## src/rtl/spi_slave_burst_fsm.sv

```systemverilog
// SPI slave protocol FSM: deserialises {cmd,data} frames from MOSI and
// serialises read words onto MISO, with optional burst reads and abort detection.
module spi_slave_burst_fsm #(
    parameter int DATA_W = 8,
    parameter bit BURST  = 1'b1
) (
    input  logic              clk,
    input  logic              rst,
    input  logic              ss_n,
    input  logic              MOSI,
    input  logic              tx_valid,
    input  logic [DATA_W-1:0] tx_data,
    output logic              MISO,
    output logic              valid_MISO,
    output logic              rx_valid,
    output logic [DATA_W+1:0] rx_data,
    output logic              sready,
    output logic              frame_err
);

    localparam int FRAME_W = DATA_W + 2;
    localparam int CW      = 6;
    localparam logic [CW-1:0] LAST_RX = CW'(FRAME_W - 1);
    localparam logic [CW-1:0] LAST_TX = CW'(DATA_W - 1);

    typedef enum logic [2:0] {
        IDLE, CHK_CMD, WRITE, READ_ADD, READ_DATA, WAIT_TX, SEND, HOLD
    } state_t;

    state_t             state, state_d;
    logic [CW-1:0]      cnt, cnt_d;
    logic [FRAME_W-2:0] rx_sh, rx_sh_d;
    logic [DATA_W-1:0]  tx_sh, tx_sh_d;
    logic               rd_addr_seen, seen_d;
    logic               miso_d, vmiso_d, rx_valid_d, sready_d, ferr_d;
    logic [FRAME_W-1:0] rx_data_d;

    always_ff @(posedge clk or posedge rst) begin
        if (rst) begin
            state        <= IDLE;
            cnt          <= '0;
            rx_sh        <= '0;
            tx_sh        <= '0;
            rd_addr_seen <= 1'b0;
            MISO         <= 1'b0;
            valid_MISO   <= 1'b0;
            rx_valid     <= 1'b0;
            rx_data      <= '0;
            sready       <= 1'b0;
            frame_err    <= 1'b0;
        end else begin
            state        <= state_d;
            cnt          <= cnt_d;
            rx_sh        <= rx_sh_d;
            tx_sh        <= tx_sh_d;
            rd_addr_seen <= seen_d;
            MISO         <= miso_d;
            valid_MISO   <= vmiso_d;
            rx_valid     <= rx_valid_d;
            rx_data      <= rx_data_d;
            sready       <= sready_d;
            frame_err    <= ferr_d;
        end
    end

    always_comb begin
        state_d    = state;
        cnt_d      = cnt;
        rx_sh_d    = rx_sh;
        tx_sh_d    = tx_sh;
        seen_d     = rd_addr_seen;
        miso_d     = MISO;
        vmiso_d    = valid_MISO;
        rx_valid_d = 1'b0;
        rx_data_d  = rx_data;
        sready_d   = sready;
        ferr_d     = 1'b0;
        if (ss_n) begin
            // Deselect always wins; only mid-frame or mid-word states flag an error.
            state_d  = IDLE;
            cnt_d    = '0;
            sready_d = 1'b0;
            vmiso_d  = 1'b0;
            miso_d   = 1'b0;
            ferr_d   = (state inside {CHK_CMD, WRITE, READ_ADD, READ_DATA, SEND});
        end else begin
            unique case (state)
                IDLE: begin
                    state_d = CHK_CMD;
                    cnt_d   = '0;
                end
                CHK_CMD: begin
                    rx_sh_d = {rx_sh[FRAME_W-3:0], MOSI};
                    cnt_d   = CW'(1);
                    if (!MOSI)
                        state_d = WRITE;
                    else if (rd_addr_seen)
                        state_d = READ_DATA;
                    else
                        state_d = READ_ADD;
                end
                WRITE, READ_ADD, READ_DATA: begin
                    rx_sh_d = {rx_sh[FRAME_W-3:0], MOSI};
                    cnt_d   = cnt + 1'b1;
                    if (cnt == LAST_RX) begin
                        rx_valid_d = 1'b1;
                        rx_data_d  = {rx_sh, MOSI};
                        cnt_d      = '0;
                        if (state == READ_DATA) begin
                            state_d  = WAIT_TX;
                            sready_d = 1'b1;
                            seen_d   = 1'b0;
                        end else begin
                            state_d = HOLD;
                            if (state == READ_ADD)
                                seen_d = 1'b1;
                        end
                    end
                end
                WAIT_TX: begin
                    if (tx_valid) begin
                        tx_sh_d  = {tx_data[DATA_W-2:0], 1'b0};
                        miso_d   = tx_data[DATA_W-1];
                        vmiso_d  = 1'b1;
                        sready_d = 1'b0;
                        cnt_d    = '0;
                        state_d  = SEND;
                    end
                end
                SEND: begin
                    if (cnt == LAST_TX) begin
                        vmiso_d = 1'b0;
                        miso_d  = 1'b0;
                        cnt_d   = '0;
                        if (BURST) begin
                            state_d  = WAIT_TX;
                            sready_d = 1'b1;
                        end else begin
                            state_d = HOLD;
                        end
                    end else begin
                        miso_d  = tx_sh[DATA_W-1];
                        tx_sh_d = {tx_sh[DATA_W-2:0], 1'b0};
                        cnt_d   = cnt + 1'b1;
                    end
                end
                HOLD: begin
                    state_d = HOLD;
                end
                default: state_d = IDLE;
            endcase
        end
    end

endmodule

```

## config.mk

```make
export PLATFORM = sky130hd
export DESIGN_NAME = spi_slave_burst_fsm
export DESIGN_NICKNAME = d
export VERILOG_FILES = /design/src/rtl/spi_slave_burst_fsm.sv
export SDC_FILE = /design/constraint.sdc
export NUM_CORES = 1
export LEC_CHECK = 0
export CAP_MARGIN = 25
export CORE_ASPECT_RATIO = 0.75
export CORE_UTILIZATION = 54
export CTS_CLUSTER_DIAMETER = 100
export DETAILED_ROUTE_END_ITERATION = 10
export PLACE_DENSITY = 0.79
export SKIP_CTS_REPAIR_TIMING = 1
export SYNTH_ARGS = -nofsm -noshare
export SYNTH_HDL_FRONTEND = slang
export SYNTH_SLANG_ARGS = --single-unit
```

## constraint.sdc

```tcl
create_clock -name clk -period 2.56 [get_ports clk]
set_input_delay 0.512 -clock clk [delete_from_list [all_inputs] [get_ports clk]]
set_output_delay 0.512 -clock clk [all_outputs]
set_load 0.05 [all_outputs]
```

Yosys cells after proc, flatten, opt, wreduce, memory -nomap -nowiden

Index checks and enable logic that the tools add are counted.

Register bits after elaboration: 42
Input port bits: 13
Output and inout port bits: 15
Word-level logic and storage cells: 82

$add $sub $neg: 1
Equal/unequal tests: 15
Muxes and demuxes: 36
Bitwise gates (word level): 1
Reductions and logical operators: 18

Operator list:

| operator                                             | count |
|---|---|
| case mux 6 bit (5 select lines)                      | 1 |
| two-way mux 6 bit                                    | 4 |
| two-way mux 3 bit                                    | 6 |
| case mux 3 bit (6 select lines)                      | 1 |
| two-way mux 1 bit                                    | 17 |
| two-way mux 8 bit                                    | 2 |
| case mux 8 bit (2 select lines)                      | 1 |
| equality test 3 bit (second input constant)          | 4 |
| != test 3 bit (second input constant)                | 3 |
| AND reduction 3 bit                                  | 3 |
| AND reduction 4 bit                                  | 2 |
| adder 6 x 1 -> 6 bit (second input constant)         | 1 |
| equality test 3 x 2 -> 1 bit (second input constant) | 2 |
| equality test 6 x 3 -> 1 bit (second input constant) | 1 |
| equality test 6 x 4 -> 1 bit (second input constant) | 1 |
| AND reduction 2 bit                                  | 3 |
| nonzero test 6 bit                                   | 1 |
| AND reduction 5 bit                                  | 1 |
| nonzero test 5 bit                                   | 1 |
| != test 2 bit (second input constant)                | 2 |
| case mux 1 bit (2 select lines)                      | 2 |
| nonzero test 2 bit                                   | 2 |
| nonzero test 4 bit                                   | 1 |
| OR reduction 4 bit                                   | 1 |
| 8 further kinds                                      | 8 |

Longest topological paths before layout

Depth in word-level cells: 5
Mapped depth: 9
Gate-level depth less buffers: 7

Least setup slack after synthesis

OpenSTA, ideal clock, no wires.

Kind: register to register
Start: register cnt[1]
End: register rx_data[0]
Library setup time: 0.125 ns
Data arrival time: 1.791 ns
Data required time: 2.435 ns
Slack: 0.645 ns
Cell stages (with the launch flop): 9
Path buffers: 2
Clock period less this slack: 1.915 ns
Path through: dfrtp_1 inv_1 ha_1 nand3b_1 or3_1 buf_6 nor3_2 buf_6 mux2_2

Cells in the longest elaborated chain, start to end: 2

RTL lines:

| element                              | RTL line | text |
|---|---|---|
| from (decl)                          | 31       | `logic [CW-1:0] cnt, cnt_d;` |
| from (signal assigned)               | 53       | `cnt <= cnt_d;` |
| equality test 6 x 4 -> 1 bit         | 105      | `if (cnt == LAST_RX) begin` |
| AND reduction 3 bit (no source line) | n/a      |  |
| to (signal assigned)                 | 60       | `rx_data <= rx_data_d;` |
| to (decl)                            | 16       | `output logic [DATA_W+1:0] rx_data,` |

Every way passes these cells.
A chain may end at the register's enable or synchronous reset.

Worst setup path after layout

Start: register cnt[0]
End: register tx_sh[5]

Cells in the longest elaborated chain, start to end: 3

RTL lines:

| element                              | RTL line | text |
|---|---|---|
| equality test 6 x 3 -> 1 bit         | 131      | `if (cnt == LAST_TX) begin` |
| != test 2 bit (no source line)       | n/a      |  |
| AND reduction 4 bit (no source line) | n/a      |  |
| to (signal assigned)                 | 55       | `tx_sh <= tx_sh_d;` |
| to (decl)                            | 33       | `logic [DATA_W-1:0] tx_sh, tx_sh_d;` |

Every way passes these cells.

==> run summary <==
Layout cells sized above 1 - 0.2120
RSZ-0062 raised after global routing - no
Fmax - 460.5 MHz
Total clock sinks - 41
Worst Path Buf+Inv - 0
Yosys reg bits - 41
Layout Nets - 231
Synth cell types - 43
Sw Share - 0.3517
Total Power - 2044 uW
Final hold vios - 0
Full die area - 4094 um^2
I/O pin cnt - 28
YS warnings - 0
Avg Cell Area, Syn - 11.15 um^2
GRT Total Usage - 0.2242
CP Capture Type - flip-flop
Fill cell count - 277
TritonCTS Buffers - 5
TritonCTS clock tree - yes
Tmin final - 2171 ps
Largest delay share family, worst path - compound AO/OA/AOI/OAI gates
Post-Route WL - 4052 um
H-tree depth - 2
Initial antenna violation count - 0
Final TNS setup - 0 ps
Clock Pin Slew Worst Setup and Hold Paths - 80 ps
Fin crit share - 0.8482
Cell row count - 19
Slew HR - 0.6011
Initial core utilization - 0.5663
Setup crit start kind - flip-flop
Worst-case vdd ir drop - 563.3 uV
Post-route cell area - 2449 um^2
Hold Slack - 482.7 ps
Vias after detailed routing - 1,513
Routed Antenna Nets - 0
Slew @ Worst Pin - 596.4 ps
Most common cell in the netlist - dfrtp_1
WP data required - 2780 ps
Maxcap violations - 0
Largest net degree at the start of global routing - 42
Synth async-reset ratio - 1.000
# diodes - 0
Die Y - 55.66 um
Comb power frac - 0.314
Placed cell areas - 2352 um^2
Cell taking the most area after synthesis - dfrtp_1
Net switching power figure - 719.0 uW
Post-synth EDFFs - 0
Internal - 1325 uW
Seq/Total Area, Yosys - 0.4949
Leakage - 0.001080 uW
Final Skew - 6.977 ps
Worst Path Arrival - 2390 ps
Final Max Slew Viols - 0
Drt via density - 5.625
Number of DRC markers in iteration 0 - 158
Sequential share of power - 0.465
DRC errors left - 0
Bufs on Longest Clock Path - 2
Detailed Place HPWL - 2825 um
CP Cell Sequence - ha_1 > and3b_2 > a211o_1 > a211oi_4 > nor2_1 > a21oi_1
First-pass GRT wire length - 6920 um
Min-delay worst type - flip-flop to flip-flop
Predominant post-synthesis flop cell - dfrtp_1
CP peak stage delay - 570 ps
Final setup violation count - 0
Syn_nets - 201
Clock latency reported for the late side of the worst-skew pair - 300 ps
Port Buffer Count - 27
Root Buffer - clkbuf_8
Clock network power share - 0.222
Drt wl/cell - 15.06 um
P per Cell Area - 834.8 nW/um^2
Worst setup path category - flip-flop to flip-flop
Placed cells - 261
Status - complete, no violations
Synth top cells by count - 41 x dfrtp_1, 19 x mux2_2, 17 x nor2_1, 12 x o21ai_0, 11 x a21oi_1
Area of the core - 3661 um^2
Vias in the first global route - 1,488
Slowest cell on crit path - a211oi_4
Die X - 73.55 um
Gr ovfl total - 0
Yosys top cell area share - 0.4949
Syn Inst Count - 186
GPL Wtd Cong - 0.9904
Finished Layout Cells - 269
Worst Path Max Fanout - 14
Synthesized cell area - 2073 um^2
Synth-to-Final Area Change - 18.11%
Pre-antenna DRT Iters - 4
Synth area leaders - dfrtp_1 49%, mux2_2 10%, nor2_1 3.1%
-- cell usage in the layout, fill, tap and decap left out, drive strengths merged, types with 4 or more instances in the layout --
master | synthesis | routed
dfrtp | 41 | 41
clkdlybuf4s50 | 0 | 27
mux2 | 19 | 19
nor2 | 17 | 17
a21oi | 14 | 14
o21ai | 12 | 12
nand2 | 9 | 9
nand3 | 7 | 7
buf | 6 | 7
clkbuf | 5 | 6
nor3 | 6 | 6
inv | 5 | 5
mux2i | 5 | 5
nor3b | 4 | 4
a211oi | 4 | 4
-- worst reg2reg max path, stage by stage, from the launching register on --
cell	delay, ps
dfrtp_1	430
ha_1	250
and3b_2	250
a211o_1	330
a211oi_4	570
nor2_1	90
a21oi_1	160
-- power by group through the flow --
stage | logic, uW | registers [uW] | clock network [uW]
after floorplan | 495 | 952 | 0
after global placement | 609 | 946 | 0
after detailed placement | 632 | 958 | 0
after CTS | 641 | 947 | 460
after global routing | 705 | 972 | 481
final | 641 | 950 | 453
-- worst paths after layout --
kind / start / endpoint / slack, ps / cells past startpoint
min reg2reg: MISO / MISO / 480 / 2
min: MISO / MISO / 480 / 2
max reg2reg: cnt[0] / tx_sh[5] / 390 / 6
max: cnt[0] / tx_sh[5] / 390 / 6
min in group asynchronous: rst / rx_sh[7] / 630 / 3
max in group asynchronous: rst / cnt[3] / 1580 / 3
-- area by class of cell --
class	instances	area (um^2)	share of cell area
sequential	41	1026	0.4190
multi-input combinational	128	915.9	0.3740
timing repair buffer	34	322.8	0.1318
clock buffer	6	82.58	0.03373
tap	52	65.06	0.02657
inverter	6	22.52	0.009198
clock inverter	2	13.76	0.005621
-- through the flow --
stage                 util  worst slack (ps)
detailed placement  0.6425             443.7
global placement    0.6425             499.1
floorplan                -             644.6
CTS                 0.6688             388.4
finish              0.6688             388.7
global route        0.6688             283.9
-- sequential cells by signal, indices dropped and copies added (netlist names) --
register	flops
rx_data	10
rx_sh	9
tx_sh	7
cnt	6
state	3
MISO	1
frame_err	1
rd_addr_seen	1
rx_valid	1
sready	1
valid_MISO	1
-- routing by layer --
metal / part of all wire / wire length (um) / track usage / vias up
li1: - / - / - / 725
met1: 0.44 / 1785 / 0.2895 / 727
met2: 0.49 / 1973 / 0.3604 / 51
met3: 0.054 / 220 / 0.05616 / 10
met4: 0.018 / 72 / 0.08791 / 0
met5: 0 / 0 / 0 / -
-- cells by family (layout without fill, tap and decap cells) --
| family | after synthesis | in the layout | synth area share |
|---|---|---|---|
| AND/OR/NAND/NOR | 57 | 57 | 0.1454 |
| AO/OA/AOI/OAI | 44 | 44 | 0.1527 |
| flip-flops | 41 | 41 | 0.4949 |
| multiplexers | 24 | 24 | 0.1273 |
| buffers and inverters | 17 | 48 | 0.06336 |
| adder cells (fa/ha/maj) | 2 | 2 | 0.01207 |
| XOR/XNOR | 1 | 1 | 0.004225 |
No activity file was read; power rests on OpenSTA's default activity.
==> RTL edit, RTL diff (same settings) <==
The localparam `CW` goes from 6 to 12.
--- a/src/rtl/spi_slave_burst_fsm.sv
+++ b/src/rtl/spi_slave_burst_fsm.sv
@@ -19,7 +19,7 @@
 );
 
     localparam int FRAME_W = DATA_W + 2;
-    localparam int CW      = 6;
+    localparam int CW      = 12;
     localparam logic [CW-1:0] LAST_RX = CW'(FRAME_W - 1);
     localparam logic [CW-1:0] LAST_TX = CW'(DATA_W - 1);
 
Behaviour: no difference found for any inputs over 10 cycles, from zero or initial values and one cycle with rst high; that may be too few to reach the edited logic, so the function may still have changed.
==> RTL edit against the unedited design <==
Sequential share of layout area shrank 0.31 points. Final area grew 15%. Clock skew is essentially flat. Area after synthesis is 15% higher. Routed wire length rose by 9.5%. First-iteration DRC count down 28%. Combinational power rose by 2%. Global-route usage fell by 1.2 points. Power grew 15%. Sequential cell count grew 6. Clock power up 39%. Critical path depth decreased by 1. Setup slack better by 0.023 ns. Largest power group unchanged.
==> RTL edit: results (changes against the unedited design) <==
Placement
  – Post-DP HPWL: 3.07 mm (was 2.82 mm)
  – Placer Congestion: 0.831 (was 0.990)
  – Placed Instances: 294 (was 261)
  – Post-place setup slack: 0.201 ns (was 0.444 ns)

STA
  – Max_slew headroom: 48.2% (was 60.1%)
  – Clk_skew: 0.00678 ns (was 0.00698 ns)
  – Final WS setup: 0.411 ns (was 0.389 ns)

Layout
  – Top Registers: cnt (12), rx_data (10), rx_sh (9) (was rx_data (10), rx_sh (9), tx_sh (7))
  – Nets: 261 (was 231)
  – # fillers: 320 (was 277)

Setup path
  – Arrival time worst endpoint: 2.34 ns (was 2.39 ns)
  – Critical path's slowest cell: dfrtp_1 (was a211oi_4)
  – Worst stage delay on the critical path: 0.55 ns (was 0.57 ns)
  – Crit Path Max Fanout: 17 (was 14)

Logic synthesis
  – Syn nets: 232 (was 201)
  – Synth top cells by count: dfrtp_1, nand2_1, mux2_2 (was dfrtp_1, mux2_2, nor2_1)
  – Yosys cell types: 47 (was 43)
  – Seq/Total Area, Yosys: 49.3% (was 49.5%)

Run status
  – Outcome: finished, final reports clean (unchanged)

Global routing
  – Pin count of the biggest net entering global routing: 48 (was 42)
  – Vias in the first global route: 1617 (was 1488)
  – GRT Resource Usage Total: 21.2% (was 22.4%)
  – First-pass GRT wire length: 7.55 mm (was 6.92 mm)

Drt
  – DR vias: 1737 (was 1513)
  – DRT Wirelength: 4.44 mm (was 4.05 mm)
  – DR vias/cell: 5.75 (was 5.62)

Clock tree
  – Clock-pin slew on the worst setup and hold paths: 0.09 ns

Power
  – Static Leak: 0.00132 µW (was 0.00108 µW)
  – Worst vdd ir: 0.637 mV (was 0.563 mV)
RTL edit: cell types whose count changed after synthesis, sizes merged, moves of 3 or more:
| cell | before | now |
|---|---|---|
| nor4 | 0 | 4 |
| a21o | 3 | 8 |
| a211oi | 4 | 1 |
| nand4 | 0 | 4 |
| nor2b | 1 | 6 |
| nor2 | 17 | 7 |
| nand2 | 9 | 24 |
| o21ai | 12 | 17 |
| dfrtp | 41 | 47 |
RTL edit: final timing paths:
| check | startpoint | endpoint | cells after the start |
|---|---|---|---|
| setup / recovery | state[0] | cnt[7] | 5 |
| hold / removal | tx_sh[1] | tx_sh[1] | 2 |
| setup reg to reg | state[0] | cnt[7] | 5 |
| hold reg to reg | tx_sh[1] | tx_sh[1] | 2 |
| max in group asynchronous | rst | tx_sh[6] | 3 |
| min in group asynchronous | rst | rx_data[0] | 3 |
RTL edit: cell type report:
cell class	count	share of cell area, %
Timing Repair Buffer	31	10.6
Tap cell	55	2.43
Inverter	5	0.664
Clock inverter	2	2.12
Multi-Input combinational cell	156	40.0
Clock buffer	6	2.57
Sequential cell	47	41.6
RTL edit: cells by family after synthesis:
| kind of cell | synth area share, % |
|---|---|
| flops | 49.3 |
| fa+ha+maj | 1.05 |
| simple gates | 18.6 |
| compound gates | 14.2 |
| mux | 12.4 |
| buf+inv | 3.30 |
| xor+xnor | 1.10 |
RTL edit: per-stage QoR:
stage                     area [µm²]  util (%)  hold WS (ns)
after detailed placement        2700      64.9         0.459
after CTS                       2830      68.1         0.478
final                           2830      68.1         0.476
after global routing            2830      68.1         0.487
after floorplan                 2390         -         0.438
after global placement          2700      64.9         0.453
RTL edit: layer usage:
layer	GRT usage (%)	vias to the layer above	routed length, µm	share of wire [%]
li1	-	845	-	-
met1	30.4	845	2240	51
met2	32.0	43	1940	44
met3	4.62	4	198	4.5
met4	7.14	0	50	1.1
met5	0	-	0	0
RTL edit: power breakdown:
group	total, µW	switching (µW)	internal, µW
clock network	630	240	390
registers	1080	164	911
logic	656	358	298
total	2360	761	1600
RTL edit: critical path: cells and delay by family (launching register included):
family,cells,cell delay (ns)
AND/OR/NAND/NOR,2,0.64
flip-flops,1,0.55
AO/OA/AOI/OAI,3,0.87
